**src/rtl/aes_wb_slice.sv**
```systemverilog
// aes_wb_slice: registered Wishbone classic slave slice in front of the aes_example core.
// Requests inside the AES address window are registered toward the core. Requests
// outside the window are acknowledged locally with zero data. The core's ack and
// read data are captured and returned to the host as a one-cycle ack.
// Optional feature macro: AES_WB_TIMEOUT_EN. When defined, a core that never acks is
// abandoned after TIMEOUT_CYCLES request cycles. The host then gets ERR_DATA and a
// timeout_o pulse.
module aes_wb_slice #(
  parameter logic [31:0] ADDR_BASE      = 32'h3000_0000,
  parameter logic [31:0] ADDR_MASK      = 32'hFFFF_F000,
  parameter int unsigned TIMEOUT_CYCLES = 256,
  parameter logic [31:0] ERR_DATA       = 32'hDEAD_BEEF
) (
  input  logic        wb_clk_i,
  input  logic        wb_rst_i,
  input  logic        wbs_cyc_i,
  input  logic        wbs_stb_i,
  input  logic        wbs_we_i,
  input  logic [3:0]  wbs_sel_i,
  input  logic [31:0] wbs_adr_i,
  input  logic [31:0] wbs_dat_i,
  output logic        wbs_ack_o,
  output logic [31:0] wbs_dat_o,
  output logic        s_cyc_o,
  output logic        s_stb_o,
  output logic        s_we_o,
  output logic [3:0]  s_sel_o,
  output logic [31:0] s_adr_o,
  output logic [31:0] s_dat_o,
  input  logic        s_ack_i,
  input  logic [31:0] s_dat_i,
  output logic        timeout_o
);

  typedef enum logic [1:0] {
    IDLE = 2'd0,
    REQ  = 2'd1,
    RESP = 2'd2
  } state_e;

  state_e      state_q;
  logic        wbsAck_q;
  logic [31:0] wbsDat_q;
  logic        sCyc_q;
  logic        sStb_q;
  logic        sWe_q;
  logic [3:0]  sSel_q;
  logic [31:0] sAdr_q;
  logic [31:0] sDat_q;

  logic hostReq;
  logic addrHit;
  logic timeoutFire;

  assign hostReq = wbs_cyc_i & wbs_stb_i;
  assign addrHit = ((wbs_adr_i & ADDR_MASK) == ADDR_BASE);

  // A timeout window shorter than two cycles cannot be represented by the counter.
  if (TIMEOUT_CYCLES < 2) begin : gTimeoutCheck
    $error("aes_wb_slice: TIMEOUT_CYCLES must be at least 2");
  end

`ifdef AES_WB_TIMEOUT_EN
  localparam int unsigned CNT_W = $clog2(TIMEOUT_CYCLES);
  localparam logic [CNT_W-1:0] CNT_LAST = CNT_W'(TIMEOUT_CYCLES - 1);

  logic [CNT_W-1:0] tmoCnt_q;
  logic [CNT_W-1:0] tmoCnt_d;
  logic             timeout_q;

  // The counter sits at zero outside REQ, so it is already cleared when REQ is
  // entered. It counts REQ cycles without a core ack, and the last count fires the
  // forced ack.
  always_comb begin
    tmoCnt_d    = '0;
    timeoutFire = 1'b0;
    if ((state_q == REQ) && !s_ack_i) begin
      if (tmoCnt_q == CNT_LAST) begin
        tmoCnt_d    = tmoCnt_q;
        timeoutFire = wbs_cyc_i;
      end else begin
        tmoCnt_d = tmoCnt_q + 1'b1;
      end
    end
  end

  // Timeout counter register.
  always_ff @(posedge wb_clk_i or posedge wb_rst_i) begin
    if (wb_rst_i) begin
      tmoCnt_q <= '0;
    end else begin
      tmoCnt_q <= tmoCnt_d;
    end
  end

  assign timeout_o = timeout_q;
`else
  assign timeoutFire = 1'b0;
  assign timeout_o   = 1'b0;
`endif

  // Transaction FSM. Every output is driven from a register in this block. A host
  // abort outranks a core ack, and a core ack outranks a timeout in the same cycle.
  always_ff @(posedge wb_clk_i or posedge wb_rst_i) begin
    if (wb_rst_i) begin
      state_q  <= IDLE;
      wbsAck_q <= 1'b0;
      wbsDat_q <= '0;
      sCyc_q   <= 1'b0;
      sStb_q   <= 1'b0;
      sWe_q    <= 1'b0;
      sSel_q   <= '0;
      sAdr_q   <= '0;
      sDat_q   <= '0;
`ifdef AES_WB_TIMEOUT_EN
      timeout_q <= 1'b0;
`endif
    end else begin
      wbsAck_q <= 1'b0;
`ifdef AES_WB_TIMEOUT_EN
      timeout_q <= 1'b0;
`endif
      case (state_q)
        IDLE: begin
          if (hostReq) begin
            if (addrHit) begin
              sCyc_q  <= 1'b1;
              sStb_q  <= 1'b1;
              sWe_q   <= wbs_we_i;
              sSel_q  <= wbs_sel_i;
              sAdr_q  <= wbs_adr_i;
              sDat_q  <= wbs_dat_i;
              state_q <= REQ;
            end else begin
              wbsDat_q <= '0;
              wbsAck_q <= 1'b1;
              state_q  <= RESP;
            end
          end
        end
        REQ: begin
          if (!wbs_cyc_i) begin
            sCyc_q  <= 1'b0;
            sStb_q  <= 1'b0;
            state_q <= IDLE;
          end else if (s_ack_i) begin
            wbsDat_q <= sWe_q ? 32'h0 : s_dat_i;
            sCyc_q   <= 1'b0;
            sStb_q   <= 1'b0;
            wbsAck_q <= 1'b1;
            state_q  <= RESP;
          end else if (timeoutFire) begin
            wbsDat_q <= ERR_DATA;
            sCyc_q   <= 1'b0;
            sStb_q   <= 1'b0;
            wbsAck_q <= 1'b1;
`ifdef AES_WB_TIMEOUT_EN
            timeout_q <= 1'b1;
`endif
            state_q  <= RESP;
          end
        end
        RESP: begin
          state_q <= IDLE;
        end
        default: begin
          state_q <= IDLE;
        end
      endcase
    end
  end

  assign wbs_ack_o = wbsAck_q;
  assign wbs_dat_o = wbsDat_q;
  assign s_cyc_o   = sCyc_q;
  assign s_stb_o   = sStb_q;
  assign s_we_o    = sWe_q;
  assign s_sel_o   = sSel_q;
  assign s_adr_o   = sAdr_q;
  assign s_dat_o   = sDat_q;

endmodule

```
**config.mk**
```make
export PLATFORM = sky130hd
export DESIGN_NAME = aes_wb_slice
export DESIGN_NICKNAME = d
export VERILOG_FILES = /design/src/rtl/aes_wb_slice.sv
export SDC_FILE = /design/constraint.sdc
export NUM_CORES = 1
export LEC_CHECK = 0
export CORE_MARGIN = 1.5
export CORE_UTILIZATION = 35
export DETAILED_ROUTE_END_ITERATION = 10
export PLACE_DENSITY = 0.75
export SYNTH_ARGS = -nofsm -noshare
export SYNTH_HDL_FRONTEND = slang
export SYNTH_SLANG_ARGS = --single-unit
```
**constraint.sdc**
```tcl
create_clock -name wb_clk_i -period 3.35 [get_ports wb_clk_i]
set_input_delay 0.67 -clock wb_clk_i [delete_from_list [all_inputs] [get_ports wb_clk_i]]
set_output_delay 0.67 -clock wb_clk_i [all_outputs]
set_load 0.01 [all_outputs]
```
; Yosys cells after proc, flatten, opt, wreduce, memory -nomap -nowiden
; Cells that the tools add are included.
[totals]
ramBits = 0
memories = 0
in_bits = 106
rom_bits = 0
register_bits = 105
latch_bits = 0
word_cells = 44
out_inout_bits = 105
[classes]
mul = 0
add_sub_neg = 0
shifts = 0
div = 0
n_reduce_logical = 6
eq_ne = 8
n_lt_le_gt_ge = 0
n_mux = 21
bitwise_logic = 1
[op_table]
columns = cell, count
row1 = 32-bit two-way mux, 5
row2 = 32-bit one-hot mux with 2 select lines, 1
row3 = 20-bit by 18-bit equality test with 1-bit output (second input constant), 1
row4 = 2-bit != test (second input constant), 5
row5 = 1-bit two-way mux, 8
row6 = 2-bit two-way mux, 4
row7 = 5-bit AND reduction, 1
row8 = 1-bit one-hot mux with 2 select lines, 2
row9 = 2-bit one-hot mux with 2 select lines, 1
row10 = 4-bit AND reduction, 1
row11 = 3-bit != test (second input constant), 1
row12 = 3-bit AND reduction, 1
row13 = 2-bit by 1-bit equality test with 1-bit output (second input constant), 1
row14 = 2-bit zero test, 1
row15 = 2-bit AND reduction, 1
row16 = 2-bit nonzero test, 1
row17 = 1-bit AND, 1

; Longest topological paths before layout
; Gate-level depths: netlist (run 1).
[logic_depth]
depth_word = 4
depth_mapped = 5
mapped_depth_nobuf = 4

; Worst setup path before layout (run 1)
; No wires, ideal clock.
[synth_path]
path_kind = in2reg
start = in wbs_adr_i[23]
end = reg sAdr_q[0], in the netlist s_adr_o[0]
arrival_time_ps = 1954
slack_ps = 1271
stages = 5
setup_time_ps = 125
required_ps = 3225
n_path_buf = 1
path_cell_list = nor4_1 nand4_1 nor3_4 buf_4 mux2_2
[synth_via]
elab_chain_cells = 2
[synth_lines]
columns = element, line_no
row1 = start: declaration, 20  ; input logic [31:0] wbs_adr_i,
row2 = 20-bit by 18-bit equality test with 1-bit output, 56  ; assign addrHit = ((wbs_adr_i & ADDR_MASK) == ADDR_BASE);
row3 = 3-bit AND reduction (no line), -
row4 = end signal: assignment, 131  ; sAdr_q <= wbs_adr_i;
row5 = end: declaration, 48  ; logic [31:0] sAdr_q;
; Every way passes these cells.
; A chain may end at the register's enable or synchronous reset.

; Worst setup path in the final report (run 1)
[layout_path]
start = in wbs_adr_i[26]
end = reg sSel_q[3], in the netlist s_sel_o[3]
[layout_via]
elab_chain_cells = 2
[layout_lines]
columns = element, line_no
row1 = 20-bit by 18-bit equality test with 1-bit output, 56
row2 = 3-bit AND reduction (no line), -
row3 = end signal: assignment, 130  ; sSel_q <= wbs_sel_i;
row4 = end: declaration, 47  ; logic [3:0] sSel_q;
; Every way passes these cells.

==> flow_metrics.py, run 1 <==
metrics = {
    "sta": {
        "worstMarginPinSlew_ps": 577,
        "final_max_slew_viol_count": 0,
        "slew_headroom_pct": 61.5,
        "rsz0062_at_grt": "false",
        "hold_viol_final": 0,
        "fin_crit_ps": 2360,
        "fin_tns_setup_ps": 0,
        "skew_ps": 19.5,
        "setup_viol": 0,
        "fin_crit_sh_pct": 70.3,
        "max_freq_ghz": 0.424,
    },
    "yosys": {
        "syn-cell-area_sq_mm": 0.00382,
        "ys_types": 22,
        "avgSynthCellArea_sq_um": 15.6,
        "yosysMostFrequentCell": "dfrtp_1",
        "yosysSeqAreaShare_pct": 68.8,
        "yosys_warnings": 0,
        "ys_seq_elements": 105,
        "yosysTopAreaCellShare_pct": 68.8,
        "synth_top_area_cell": "dfrtp_1",
        "async_reset_ff_share_pct": 100,
        "synth_common_cells": "dfrtp_1, mux2_2, a22o_1",
        "synth-edff-count": 0,
        "syn_nets": 351,
        "synth_cells": 245,
        "synthTopCellsByArea": "dfrtp_1, mux2_2, a22o_1",
        "synth_flop_cell": "dfrtp_1",
    },
    "worst_setup_path": {
        "crit_chain": "clkdlybuf4s50_1 -> nor4_1 -> nand4_1 -> nor3_4 -> buf_12 -> mux2_2",
        "crit_required_ps": 3580,
        "criticalPathCategory": "input pin to register",
        "cp-startpoint": "wbs_adr_i[26]",
        "path_max_fanout": 59,
        "crit_family": "simple AND/OR/NAND/NOR gates",
        "cp_num_cells": 6,
        "start_kind": "input pin",
        "reg2reg_slack_ps": 1380,
        "end_kind": "register",
        "r2r-start": "state_q[0]",
        "arrival_ps": 2580,
        "crit_slowest_cell": "clkdlybuf4s50_1",
        "cp-endpoint": "s_sel_o[3]",
        "worst-path-buf-inv": 2,
        "max_stage_delay_ps": 410,
        "ff2ff_path_depth": 5,
        "r2r_end": "s_sel_o[3]",
    },
    "cts": {
        "clockBufferDepth": 2,
        "clock_latency_ps": 350,
        "clock-sinks": 105,
        "cts-root-buf": "clkbuf_8",
        "numCtsBuffers": 9,
        "cts_hold_buf": 0,
        "tritoncts": "done",
        "post_cts_resized": 0,
        "clk_pin_slew_ps": 90,
        "postCtsSetupBuffers": 0,
        "htreeDepth": 3,
    },
    "power": {
        "ir_drop_uv": 232,
        "power.leakage_nw": 2.90,
        "power_density_mw_per_mm2": 368,
        "total_power_mw": 2.32,
    },
    "detailed_routing": {
        "route.detailed.drc": 0,
        "vias": 2800,
        "via_per_inst": 4.70,
        "final_antenna_net_count": 0,
        "firstDrtPassIters": 4,
        "drt_iter0_drc": 62,
        "wl_per_cell_microns": 15.8,
        "routed_wl_microns": 9430,
    },
    "layout": {
        "antennaDiodeCount": 0,
        "final_design_area_no_fill_sq_mm": 0.00630,
        "num-fill-cells": 861,
        "final_nets": 561,
        "area_delta_synth_final_pct": 65.1,
        "final_cell_count_no_fill": 596,
        "regArea_sq_mm": 0.00263,
        "drive_gt1_share_pct": 16.1,
        "multi_input_area_sq_mm": 0.00109,
    },
    "die": {
        "die_x_microns": 107,
        "fp.dieH_microns": 107,
        "pin_count": 211,
        "start_util_pct": 36.5,
        "die_area_sq_mm": 0.0115,
        "std_cell_rows": 37,
        "core_area_sq_mm": 0.0105,
    },
    "global_route": {
        "antenna_found_initial": 0,
        "grt_max_degree": 106,
        "grt-ovfl-total": 0,
        "grt_pass1_vias": 3045,
        "grt_pass1_wl_microns": 15100,
        "grtUsageTotal_pct": 16.8,
    },
    "place": {
        "hpwlAfterDp_microns": 6870,
        "placed_cells": 580,
        "placed_area_sq_mm": 0.00606,
        "routabilityCongestion": 0.765,
        "port_buffers": 209,
    },
    "run_status": {
        "status": "finished, final reports clean",
    },
    "job": {
        "cap_viol_max_count": 0,
    },
    "min_path": {
        "hold_path.class": "register to register",
    },
}
cell type report:
class | count | share of cell area, %
clock buffer | 11 | 2.40
clock inverter | 5 | 1.35
inverter | 4 | 0.298
multi-input combinational | 121 | 17.4
sequential | 105 | 41.7
tap | 136 | 2.70
timing repair buffer | 214 | 34.2
registers in the layout (all words and copies together) (netlist names):
signal / count
s_stb_o: 1
s_sel_o: 4
s_dat_o: 32
state_q: 2
s_we_o: 1
wbs_dat_o: 32
s_adr_o: 32
wbs_ack_o: 1
cells by family after synthesis:
group,after synthesis,synth area share (%)
buffers and inverters,19,2.75
other,1,0.0982
multiplexers,50,14.7
AND/OR/NAND/NOR,35,5.67
flip-flops,105,68.8
AO/OA/AOI/OAI,35,7.90
per-layer routing:
layer	vias up	GRT usage, %	part of all wire [%]	routed length, microns
li1	1281	-	-	-
met1	1372	21.0	42	3980
met2	133	27.6	48	4520
met3	14	5.57	8.1	765
met4	0	5.36	1.8	166
met5	-	0	0	0
stage by stage:
| stage | util (%) | hold WS, ps | setup WS, ps |
|---|---|---|---|
| after floorplan | - | 512 | 1270 |
| after global placement | 58.0 | 450 | 661 |
| after detailed placement | 58.0 | 458 | 617 |
| after CTS | 60.2 | 479 | 997 |
| after global routing | 60.2 | 502 | 872 |
| final | 60.2 | 470 | 994 |
power by group:
part           leakage [nW]  switching [mW]  internal (mW)
combinational          1.32          0.0531          0.115
clock                 0.116           0.418          0.466
sequential             1.47        0.000559           1.27
cells in the final DEF (no fill, tap or decap):
master	n
nand2b_1	1
o21ai_0	1
clkinvlp_4	2
nand3_1	1
mux2_2	46
a31o_2	1
nor2_1	2
nand4_1	2
conb_1	1
clkbuf_8	11
nand2_1	2
nor4_1	4
a22o_1	32
clkdlybuf4s50_1	209
inv_1	3
mux2_1	4
nor3_4	1
inv_6	1
or2_2	2
dfrtp_1	105
buf_12	2
nor2b_1	19
bufinv_16	2
clkinv_4	1
o21bai_2	1
nor3_2	1
buf_4	3
how the worst min path moves through the flow:
stage                      from          end  slack (ps)  depth (start not counted)
global route        s_adr_o[29]  s_adr_o[29]         500                          1
CTS                 s_adr_o[29]  s_adr_o[29]         480                          1
detailed placement  s_adr_o[29]  s_adr_o[29]         460                          1
global placement    s_adr_o[29]  s_adr_o[29]         450                          1
floorplan           s_adr_o[28]  s_adr_o[28]         510                          1
finish              s_adr_o[29]  s_adr_o[29]         470                          1
No activity file was read; power rests on OpenSTA's default activity.
==> run 2, diff against run 1 <==
==> constraint.sdc (replaced) <==
create_clock -name wb_clk_i -period 2 [get_ports wb_clk_i]
set_input_delay 0.4 -clock wb_clk_i [delete_from_list [all_inputs] [get_ports wb_clk_i]]
set_output_delay 0.4 -clock wb_clk_i [all_outputs]
set_load 0.01 [all_outputs]
==> run 2 against run 1 <==
- final area grew 3.7%
- critical path depth grew 1
- worst setup slack lost 980 ps
- die area is the same
- combinational power grew 71%
- clock power grew 47%
- critical path type unchanged
- critical endpoint is now s_dat_o[9]
- largest cell class unchanged
==> flow_metrics.py, run 2 (synthesis gave the netlist of run 1 again) <==
metrics = {
    "power": {
        "p_seq_share_pct": 57.2,
        "power_density_mw_per_mm2": 568,
        "ir_drop_uv": 447,
        "power.share.combinational_pct": 7.7,
        "power.leakage_nw": 3.10,
        "internal_power_mw": 2.92,
        "p_sw_uw": 792,
        "swShare_pct": 21.3,
        "total_power_mw": 3.71,
        "power_frac_clock_pct": 35.1,
    },
    "sta": {
        "slew_headroom_pct": 63.8,
        "worstMarginPinSlew_ps": 543,
        "fin_crit_ps": 1990,
        "skew_ps": 10.7,
        "setup_viol": 0,
        "final_max_slew_viol_count": 0,
        "hold_viol_final": 0,
        "fin_crit_sh_pct": 99.5,
        "fin_tns_setup_ps": 0,
        "max_freq_ghz": 0.503,
        "fin_ws_ps": 10.6,
    },
    "place": {
        "placed_area_sq_mm": 0.00611,
        "place_ws_ps": -422,
        "port_buffers": 209,
        "hpwlAfterDp_microns": 7070,
        "routabilityCongestion": 0.748,
    },
    "detailed_routing": {
        "final_antenna_net_count": 0,
        "via_per_inst": 4.76,
        "route.detailed.drc": 0,
        "vias": 2891,
        "routed_wl_microns": 10400,
        "drt_iter0_drc": 129,
        "wl_per_cell_microns": 17.1,
        "firstDrtPassIters": 6,
    },
    "layout": {
        "final_nets": 573,
        "area_delta_synth_final_pct": 71.2,
        "antennaDiodeCount": 0,
        "final_common_cell": "clkdlybuf4s50_1",
        "drive_gt1_share_pct": 18.9,
        "final_design_area_no_fill_sq_mm": 0.00654,
        "mostFrequentLayoutCells": "clkdlybuf4s50_1, dfrtp_1, mux2_2",
        "num-fill-cells": 837,
    },
    "die": {
        "core_area_sq_mm": 0.0105,
        "die_x_microns": 107,
        "fp.dieH_microns": 107,
        "start_util_pct": 36.5,
        "std_cell_rows": 37,
        "die_area_sq_mm": 0.0115,
        "pin_count": 211,
    },
    "cts": {
        "clockBufferDepth": 2,
        "numCtsBuffers": 9,
        "clock-sinks": 105,
        "htreeDepth": 3,
        "clock_latency_ps": 350,
        "tritoncts": "done",
        "cts-root-buf": "clkbuf_8",
        "clk_pin_slew_ps": 100,
    },
    "run_status": {
        "status": "finished, final reports clean",
    },
    "worst_setup_path": {
        "cp-startpoint": "wbs_adr_i[12]",
        "r2r_end": "s_dat_o[9]",
        "crit_required_ps": 2240,
        "r2r-start": "state_q[0]",
        "arrival_ps": 2220,
        "path_max_fanout": 5,
        "ff2ff_path_depth": 6,
        "reg2reg_slack_ps": 140,
        "end_kind": "register",
        "criticalPathCategory": "input pin to register",
        "start_kind": "input pin",
    },
    "global_route": {
        "grt_pass1_wl_microns": 15800,
        "grt_pass1_vias": 3155,
        "antenna_found_initial": 0,
        "grt_max_degree": 106,
        "grtUsageTotal_pct": 17.7,
        "grt-ovfl-total": 0,
    },
    "min_path": {
        "hp-start": "s_adr_o[28]",
        "whs_endpoint": "s_adr_o[28]",
        "whs_path_depth": 1,
        "hold_path.class": "register to register",
    },
    "job": {
        "cap_viol_max_count": 0,
    },
}
## run 2: what timing repair did
action	in CTS	in global routing
hold buffers	0	0
pin swaps	3	7
buffers inserted	4	0
resized for setup	6	16
setup endpoints to repair	38	67
cloned	2	3
## run 2: worst max-delay path, cell delays in order
cell             delay (ps)
clkdlybuf4s50_1         420
nor4_2                  190
nand4_1                 230
nor3_4                  290
buf_6                   200
clkbuf_16               160
mux2_2                  330
## run 2: how the worst max path moves through the flow
stage,end,cells after the start
after global placement,s_adr_o[0],6
after floorplan,s_adr_o[0],5
after detailed placement,s_dat_o[19],6
final,s_dat_o[9],7
after global routing,s_dat_o[21],7
after CTS,s_dat_o[19],7
## run 2: layout make-up
cell class	count	area, sq um	share of cell area, %
inverter	4	18.8	0.287
timing repair buffer	226	2410	36.8
clock inverter	5	56.3	0.861
multi-input combinational	121	1120	17.1
sequential	105	2630	40.2
clock buffer	10	138	2.11
tap	136	170	2.60
## run 2: metrics by stage
stage	hold slack (ps)	utilization [%]	cells
3_5_place_dp	461	58.4	583
4_1_cts	482	61.2	604
3_3_place_gp	451	58.4	583
6_report	480	62.5	607
5_1_grt	512	62.5	607
2_1_floorplan	512	-	245
## run 2: power by group through the flow
stage / Sequential, mW / Clock (mW) / Combinational (mW)
4_1_cts: 2.12 / 1.34 / 0.291
3_5_place_dp: 2.17 / 0 / 0.289
5_1_grt: 2.13 / 1.45 / 0.312
3_3_place_gp: 2.17 / 0 / 0.286
2_1_floorplan: 2.17 / 0 / 0.0544
6_report: 2.12 / 1.30 / 0.288
## run 2: per-layer routing
layer	vias up	track usage, %	wire length (microns)	share of wire [%]
li1	1306	-	-	-
met1	1424	21.7	4100	39
met2	140	29.7	5200	50
met3	21	5.87	843	8.1
met4	0	5.64	244	2.3
met5	-	0	0	0
